## config.mk

```make
export PLATFORM = sky130hd
export DESIGN_NAME = bist_resp_checker_rd_pipe
export DESIGN_NICKNAME = d
export VERILOG_FILES = /design/src/rtl/bist_resp_checker_rd_pipe.sv
export SDC_FILE = /design/constraint.sdc
export NUM_CORES = 1
export LEC_CHECK = 0
export ABC_AREA = 1
export CAP_MARGIN = 25
export CELL_PAD_IN_SITES_DETAIL_PLACEMENT = 1
export CELL_PAD_IN_SITES_GLOBAL_PLACEMENT = 1
export CORE_ASPECT_RATIO = 1.4
export CORE_MARGIN = 2
export CORE_UTILIZATION = 24
export CTS_BUF_LIST = sky130_fd_sc_hd__clkbuf_4 sky130_fd_sc_hd__clkbuf_8 sky130_fd_sc_hd__clkbuf_16
export DETAILED_ROUTE_END_ITERATION = 10
export GPL_ROUTABILITY_DRIVEN = 0
export GPL_TIMING_DRIVEN = 0
export PLACE_DENSITY_LB_ADDON = 0.1
export SKIP_LAST_GASP = 1
export SLEW_MARGIN = 20
export SYNTH_ARGS = -nofsm -noshare
export SYNTH_HDL_FRONTEND = slang
export SYNTH_SLANG_ARGS = --single-unit
```

## constraint.sdc

```tcl
create_clock -name i_clk -period 0.8 [get_ports i_clk]
set_input_delay 0.16 -clock i_clk [delete_from_list [all_inputs] [get_ports i_clk]]
set_output_delay 0.16 -clock i_clk [all_outputs]
set_load 0.05 [all_outputs]
```

## src/rtl/bist_resp_checker_rd_pipe.sv

```systemverilog
// Fixed-depth valid+payload shift pipe; DEPTH cycles push-to-tail, shifts every cycle, no backpressure.
// Flush drops all in-flight entries on the next edge.
module bist_resp_checker_rd_pipe #(
  parameter int W     = 40,
  parameter int DEPTH = 1
) (
  input  logic         i_clk,
  input  logic         i_rstb,
  input  logic         i_flush,
  input  logic         i_push_vld,
  input  logic [W-1:0] i_push_dat,
  output logic         o_tail_vld,
  output logic [W-1:0] o_tail_dat
);

  logic [DEPTH-1:0] r_vld;
  logic [W-1:0]     r_dat [DEPTH];

  always_ff @(posedge i_clk or negedge i_rstb) begin
    if (!i_rstb) begin
      r_vld <= '0;
      for (int i = 0; i < DEPTH; i++) begin
        r_dat[i] <= '0;
      end
    end else begin
      r_vld[0] <= i_push_vld && !i_flush;
      r_dat[0] <= i_push_dat;
      for (int i = 1; i < DEPTH; i++) begin
        r_vld[i] <= r_vld[i-1] && !i_flush;
        r_dat[i] <= r_dat[i-1];
      end
    end
  end

  assign o_tail_vld = r_vld[DEPTH-1];
  assign o_tail_dat = r_dat[DEPTH-1];

endmodule

```

; ---- Yosys cells after proc, flatten, opt, wreduce, memory -nomap -nowiden
; Cells that the tools add are included.
[word_totals]
regBits = 41
mem_count = 0
romBits = 0
out_inout_bits = 41
mem_bits_rw = 0
word_cells = 4
latch_bits = 0
input_bits = 44
[classes]
add_sub_neg = 0
n_shift = 0
magnitude_cmp = 0
bitwise = 0
n_reduce_logical = 2
mux = 0
eq_ne = 0
multipliers = 0
div_mod_pow = 0
[ops]
columns = cell, count
row1 = logical AND 1 bit, 1
row2 = zero test 1 bit, 1

; ---- Depth between registers and ports, before layout
; Gate-level depths: netlist of run 1.
[logic_depth]
word_depth = 2
ltp_mapped = 2
mapped_depth_nobuf = 2

; ---- Worst setup path before layout of run 1
; Ideal clock, no wire load.
[synth_path]
kind = register to output
startpoint = reg r_dat, in the netlist o_tail_dat[0]
endpoint = out o_tail_dat[0]
n_path_buf = 0
stages_incl_launch_ff = 1
t_required_ns = 0.640
path_slack_ns = 0.054
arrival_time_ns = 0.586
cell_sequence = dfrtp_1
[synth_rtl]
columns = item, line_no
row1 = from (decl), 17  ; logic [W-1:0] r_dat [DEPTH];
row2 = "from (signal, indexed assignment)", 30  ; r_dat[i] <= r_dat[i-1];
row3 = to (decl), 13  ; output logic [W-1:0] o_tail_dat
; No word-level cell between the ends.

; ---- Final worst setup path of run 1
[layout_path]
startpoint = reg r_dat, in the netlist o_tail_dat[19]
endpoint = out o_tail_dat[19]
; No word-level cell between the ends.

==> results.yml, run 1 <==
grt:
  grt_usage: 0.1087
  grt_pass1_vias: 792
  grt-ovfl-total: 0
  grt_max_degree: 26
  grt_pass1_wl_mm: 3.719
  grt_antenna_before_repair: 0
detailed_routing:
  drt-vias-per-instance: 3.967
  ant_nets: 0
  drt_iter0_drc: 15
  dr.pass1.iters: 2
  vias: 714
  routed_wl_mm: 2.480
  drc: 0
  wl_per_cell_um: 13.78
die:
  dieArea_um2: 4866
  rows: 28
  die_h_um: 81.74
  dieWidth_um: 59.53
  io_pins: 85
  coreArea_um2: 4204
  start_util: 0.2464
setup_path:
  start_kind: "register"
  critPathArrivalTime_ns: 0.82
  crit_fanout: 1
  crit_type: "register to primary output"
  required_ns: 0.64
  end_kind: "primary output"
  path_buf_inv: 1
  cpPeakStageDelay_ns: 0.39
  critPathTopFamily: "flip-flops"
  slowest_stage: "dfrtp_1"
  path_cells: "buf_6"
finish:
  n_antenna_cell: 0
  syn_to_final_growth_pct: 102.4
  final_core_util: 0.4988
  fin_nets: 179
  final_cell_mix: "clkdlybuf4s50_1 (42), dfrtp_1 (41), buf_6 (41), clkbuf_8 (6)"
  final_common_cell: "clkdlybuf4s50_1"
  final_cells: 180
  layout-drive-gt1-share: 0.3778
synth:
  yosys.cell_types.count: 3
  syn_nets: 87
  synth_area_per_cell_um2: 24.09
  seq_area_frac_synth: 0.9903
  synth_top_area_cell: "dfrtp_1"
  netlist_area_um2: 1036
  syn_inst: 43
  ys_ff_latch: 41
  synth_area_leaders: "dfrtp_1 (99%), nor2_2 (0.60%), inv_1 (0.36%)"
  synth.top_cell.area_share: 0.9903
  yosys_warnings: 0
place:
  io_buffer_count: 84
  dp_hpwl_mm: 2.044
  dp.cells: 173
  pre_cts_ws_ns: -0.4944
outcome:
  violations: "negative hold slack, negative setup slack"
  status: "finished, violations left"
worst_hold_path:
  hp-class: "input pin to async pin"
timing:
  rsz0062_at_grt: "true"
  tightest_slew_ns: 0.4235
  fin_crit_sh: 1.222
  fmaxAchievable_mhz: 1023
  finalSetupViolCount: 41
  maxSlewViolCount: 0
  relSlewSlack: 0.7177
  holdWs_ns: -0.1860
  finalHoldViolCount: 16
  fin_crit_ns: 0.9779
  worst_slack_ns: -0.1779
clocking:
  cts_tree: "done"
  cts.sinks: 41
  clkTransAtPathRegs_ns: 0.07
  clock_path_buffers: 2
  htreeDepth: 2
  cts_made_buffers: 5
  post_cts.repair.setup_buffers: 0
  root_buffer: "clkbuf_8"
pwr:
  powerDensity_nw_per_um2: 2114
  p_leak_nw: 0.9630
  ir_worst_vdd_uv: 1188
run:
  drv_cap: 0
==> state kept, by name, indices dropped and copies added, names as in the netlist <==
name        cells
o_tail_vld      1
o_tail_dat     40
==> synthesized netlist by cell type <==
| cell type | n |
|---|---|
| dfrtp_1 | 41 |
| inv_1 | 1 |
| nor2_2 | 1 |
==> kinds of logic after synthesis <==
group	count (synthesis)	synth area share
simple gates	1	0.006043
flops	41	0.9903
buf+inv	1	0.003620
==> repair_timing <==
action                                  4_1_cts  5_1_grt
hold endpoints to repair                     16       16
endpoints found under the setup margin       41       41
gates resized for setup                     287        0
==> per-layer routing <==
| layer | track usage | vias to the layer above | part of all wire |
|---|---|---|---|
| met4 | 0.04667 | 0 | 0.0052 |
| li1 | - | 312 | - |
| met3 | 0.05039 | 2 | 0.10 |
| met2 | 0.2011 | 55 | 0.60 |
| met5 | 0 | - | 0 |
| met1 | 0.09836 | 345 | 0.30 |
==> power breakdown <==
group          total, mW  internal (mW)  switching (mW)
logic              0.892          0.396           0.497
clock network       1.31          0.717           0.597
registers           2.23           2.18          0.0494
==> layout make-up <==
class / count / area (µm²)
Inverter: 1 / 3.754
Sequential cell: 41 / 1026
Multi-Input combinational cell: 1 / 6.256
Clock buffer: 7 / 90.09
Fill cell: 401 / 2107
Timing Repair Buffer: 85 / 914.6
Tap cell: 45 / 56.30
==> path summary, 6_finish.rpt <==
| check | slack, ns | depth (start not counted) | to | from |
|---|---|---|---|---|
| max | -0.18 | 1 | o_tail_dat[19] | o_tail_dat[19]$_DFF_PN0_ |
| min | -0.19 | 1 | o_tail_dat[19]$_DFF_PN0_ | i_rstb |
| max in group asynchronous | 0.53 | 2 | o_tail_dat[15]$_DFF_PN0_ | i_rstb |
| min in group i_clk | 0.32 | 1 | o_tail_dat[21]$_DFF_PN0_ | i_push_dat[21] |
==> per-stage QoR <==
step	cell area, µm²	setup TNS (ns)	power, mW
global route	2097	-8.422	4.644
CTS	2097	-7.644	4.546
floorplan	1036	0	2.633
finish	2097	-6.692	4.434
global placement	1933	-74.48	3.095
detailed placement	1956	-19.13	3.123
No activity file was read; power rests on OpenSTA's default activity.
==> run 2, diff against run 1 <==
CORE_MARGIN = unset   (was 2)
CORE_UTILIZATION = 21   (was 24)
clock period = 0.84 ns   (was 0.8 ns; I/O delays follow)
==> run 2 against run 1 <==
The flow still finishes with violations (negative hold slack, negative setup slack). Die area up 7.3%. Utilization is 4.3 points lower. Sequential power fell by 5%. Largest cell class unchanged. Via count grew 1.1%. Flip-flop and latch count stayed put. Critical path type unchanged.
==> results.yml, run 2 (synthesis gave the netlist of run 1 again) <==
die:
  io_pins: 85
  dieWidth_um: 61.36
  rows: 29
  dieArea_um2: 5222
  die_h_um: 85.11
  coreArea_um2: 4644
  start_util: 0.2231
finish:
  syn_to_final_growth_pct: 104.5
  fin_nets: 179
  final_common_cell: "clkdlybuf4s50_1"
  n_antenna_cell: 0
  final_cell_mix: "clkdlybuf4s50_1 (42), dfrtp_1 (41), buf_6 (41), clkbuf_8 (6)"
  largest_register_ffs: 40
  layout-drive-gt1-share: 0.3778
  design_area_um2: 2118
  final_core_util: 0.4561
timing:
  finalHoldViolCount: 16
  tightest_slew_ns: 0.4275
  relSlewSlack: 0.7150
  holdWs_ns: -0.1826
  maxSlewViolCount: 0
  fmaxAchievable_mhz: 1016
  rsz0062_at_grt: "true"
  worst_slack_ns: -0.1442
  fin_crit_sh: 1.172
  fin_crit_ns: 0.9842
  finalSetupViolCount: 41
pwr:
  internal-power_mw: 3.134
  ir_worst_vdd_uv: 991.8
  seqPwrFrac: 0.499
  power.switching_mw: 1.116
  swShare: 0.2627
  clkPwrFrac: 0.301
  finalPower_mw: 4.250
  powerDensity_nw_per_um2: 2007
  p_leak_nw: 0.9630
  combPwrFrac: 0.201
place:
  pre_cts_ws_ns: -0.4679
  dp_hpwl_mm: 2.014
  place_area_um2: 1977
  io_buffer_count: 84
clocking:
  root_buffer: "clkbuf_8"
  cts.sinks: 41
  htreeDepth: 2
  clkTransAtPathRegs_ns: 0.07
  cts_made_buffers: 5
  cts_tree: "done"
  clock_path_buffers: 2
setup_path:
  crit_fanout: 1
  crit_type: "register to primary output"
  critPathArrivalTime_ns: 0.82
  path_buf_inv: 1
  path_cells: "buf_6"
  critPathTopFamily: "flip-flops"
  cpPeakStageDelay_ns: 0.38
  required_ns: 0.67
  end_kind: "primary output"
  slowest_stage: "dfrtp_1"
  start_kind: "register"
detailed_routing:
  wl_per_cell_um: 12.62
  dr.pass1.iters: 2
  vias: 722
  ant_nets: 0
  drt_iter0_drc: 28
  drt-vias-per-instance: 3.665
  drc: 0
  routed_wl_mm: 2.486
worst_hold_path:
  hp-class: "input pin to async pin"
grt:
  grt_max_degree: 26
  gr-usage-met1: 0.08549
  grt-ovfl-total: 0
  grt.met2_usage: 0.2045
  grt-busiest-layer: "met2"
  grt_pass1_vias: 880
  use_met3: 0.05183
  grt_usage: 0.1040
  grt_pass1_wl_mm: 3.843
  grt_antenna_before_repair: 0
outcome:
  status: "finished, violations left"
  violations: "negative hold slack, negative setup slack"
run:
  drv_cap: 0
run 2: final cells by class:
cell class / count / area (µm²)
multi-input cells: 1 / 6.256
clock buffers: 7 / 90.09
well taps: 62 / 77.57
repair buffers: 85 / 914.6
flip-flops and latches: 41 / 1026
fillers: 503 / 2526
inverters: 1 / 3.754
run 2: final timing paths:
path	endpoint	slack, ns	depth (start not counted)	from
min in group i_clk	o_tail_dat[32]$_DFF_PN0_	0.32	1	i_push_dat[32]
setup / recovery	o_tail_dat[11]	-0.14	1	o_tail_dat[11]$_DFF_PN0_
max in group asynchronous	o_tail_dat[9]$_DFF_PN0_	0.56	2	i_rstb
hold / removal	o_tail_dat[21]$_DFF_PN0_	-0.18	1	i_rstb
run 2: routing by layer:
layer / wire length [µm] / share of wire
met5: 0 / 0
met4: 0 / 0
met3: 263 / 0.11
met2: 1479 / 0.59
met1: 743 / 0.30
run 2: power groups by stage:
stage / clock [mW] / combinational, mW / sequential, mW
global route: 1.42 / 0.893 / 2.13
CTS: 1.35 / 0.868 / 2.12
detailed placement: 0 / 0.838 / 2.14
global placement: 0 / 0.814 / 2.14
finish: 1.28 / 0.852 / 2.12
floorplan: 0 / 0.00276 / 2.50
run 2: repair_timing:
action                                  CTS  global route
endpoints found under the setup margin   41            41
gates resized for setup                 287             0
endpoints found under the hold margin    16            16
setup buffers                             0             0
run 2: through the flow:
| stage | cells | setup TNS, ns |
|---|---|---|
| after floorplan | 43 | 0 |
| final | 197 | -5.490 |
| after CTS | 197 | -6.274 |
| after global placement | 189 | -73.02 |
| after detailed placement | 190 | -17.80 |
| after global routing | 197 | -6.946 |
==> run 3, diff against run 2 <==
CORE_ASPECT_RATIO = 2   (was 1.4)
==> run 3 against run 2 <==
The run ends with negative setup slack left. Via count is 1.7% higher. Global-route usage is 0.29 points higher. Final cell count is 2.5% lower. Critical endpoint is now o_tail_dat[35]. Critical path depth stayed put. Total power is 7.7% higher. Hold slack better by 0.50 ns.
==> results.yml, run 3 (synthesis gave the netlist of run 1 again) <==
clocking:
  clkTransAtPathRegs_ns: 0.08
  clock_path_buffers: 2
  cts.sinks: 41
  root_buffer: "clkbuf_8"
  cts_made_buffers: 5
  cts_tree: "done"
  htreeDepth: 2
  post_cts.repair.setup_buffers: 0
setup_path:
  path_cells: "buf_6"
  crit_fanout: 1
  start_kind: "register"
  slowest_stage: "dfrtp_1"
  crit_type: "register to primary output"
  cpPeakStageDelay_ns: 0.39
  critPathTopFamily: "flip-flops"
  cp.depth: 1
  path_buf_inv: 1
  end_kind: "primary output"
  required_ns: 0.67
  critPathArrivalTime_ns: 0.83
die:
  die_h_um: 101.3
  rows: 35
  dieWidth_um: 51.67
  dieArea_um2: 5235
  start_util: 0.2211
  coreArea_um2: 4686
  io_pins: 85
finish:
  fin_nets: 180
  nFillCells: 486
  final_cells: 192
  n_antenna_cell: 0
  final_cell_mix: "clkdlybuf4s50_1 (42), dfrtp_1 (41), buf_6 (41), clkbuf_8 (6)"
  syn_to_final_growth_pct: 106.8
  layout-drive-gt1-share: 0.3796
  final_common_cell: "clkdlybuf4s50_1"
  design_area_um2: 2142
  largest_register_ffs: 40
place:
  dp.cells: 183
  dp_hpwl_mm: 2.023
  place_area_um2: 1961
  io_buffer_count: 84
detailed_routing:
  wl_per_cell_um: 13.31
  drc: 0
  drt_iter0_drc: 0
  ant_nets: 0
  vias: 734
  routed_wl_mm: 2.556
  drt-vias-per-instance: 3.823
  dr.pass1.iters: 1
timing:
  rsz0062_at_grt: "true"
  finalSetupViolCount: 41
  maxSlewViolCount: 0
  worst_slack_ns: -0.1558
  fin_crit_ns: 0.9957
  finalHoldViolCount: 0
  fmaxAchievable_mhz: 1004
  tightest_slew_ns: 0.3236
  relSlewSlack: 0.7842
  setup_tns_ns: -5.621
  fin_crit_sh: 1.185
  holdWs_ns: 0.3176
pwr:
  powerDensity_nw_per_um2: 2138
  p_leak_nw: 0.9780
  ir_worst_vdd_uv: 1275
grt:
  grt_antenna_before_repair: 0
  grt_pass1_vias: 822
  grt_max_degree: 30
  grt_pass1_wl_mm: 3.884
  grt_usage: 0.1069
  grt-ovfl-total: 0
outcome:
  status: "finished, violations left"
  violations: "negative setup slack"
run:
  drv_cap: 0
worst_hold_path:
  hp-class: "input pin to async pin"
## run 3: cell types whose count changed in the layout (fill, tap and decap cells not counted)
cell | previous run | this run
buf_12 | 0 | 1
buf_16 | 1 | 0
bufinv_16 | 0 | 1
dlygate4sd3_1 | 0 | 1
## run 3: per-stage QoR
step             util  total power, mW  setup WS, ns
2_1_floorplan       -            2.507       0.08605
3_3_place_gp   0.4152            2.951        -1.355
3_5_place_dp   0.4184            2.968       -0.4519
4_1_cts        0.4571            4.676       -0.1711
5_1_grt        0.4571            4.783       -0.1858
6_report       0.4571            4.579       -0.1558
## run 3: cell type report
class | count | area [µm²] | area share
flip-flops and latches | 41 | 1026 | 0.4790
inverters | 1 | 3.754 | 0.001752
clock inverters | 1 | 30.03 | 0.01402
clock buffers | 7 | 90.09 | 0.04206
repair buffers | 86 | 917.1 | 0.4282
well taps | 55 | 68.82 | 0.03213
multi-input cells | 1 | 6.256 | 0.002921
## run 3: layer usage
metal,routed length [µm],GRT usage,vias to the layer above
li1,-,-,313
met1,649,0.07596,355
met2,1564,0.2108,61
met3,294,0.05556,5
met4,47,0.04990,0
met5,0,0,-
## run 3: power breakdown
part / internal, mW / total, mW / leakage [nW] / switching (mW)
Clock: 1.00 / 1.61 / 0.0619 / 0.609
Combinational: 0.376 / 0.849 / 0.437 / 0.473
Sequential: 2.07 / 2.12 / 0.479 / 0.0472
## run 3: worst paths after layout
check,start,endpoint,slack [ns]
setup / recovery,o_tail_dat[35]$_DFF_PN0_,o_tail_dat[35],-0.16
hold / removal,i_rstb,o_tail_dat[33]$_DFF_PN0_,0.32
max in group asynchronous,i_rstb,o_tail_dat[0]$_DFF_PN0_,0.07
min in group i_clk,i_push_dat[11],o_tail_dat[11]$_DFF_PN0_,0.32
## run 3: what timing repair did
item / CTS / global route
resized for setup: 287 / 0
endpoints found under the setup margin: 41 / 41
hold buffers: 1 / 0
hold endpoints to repair: 12 / 0
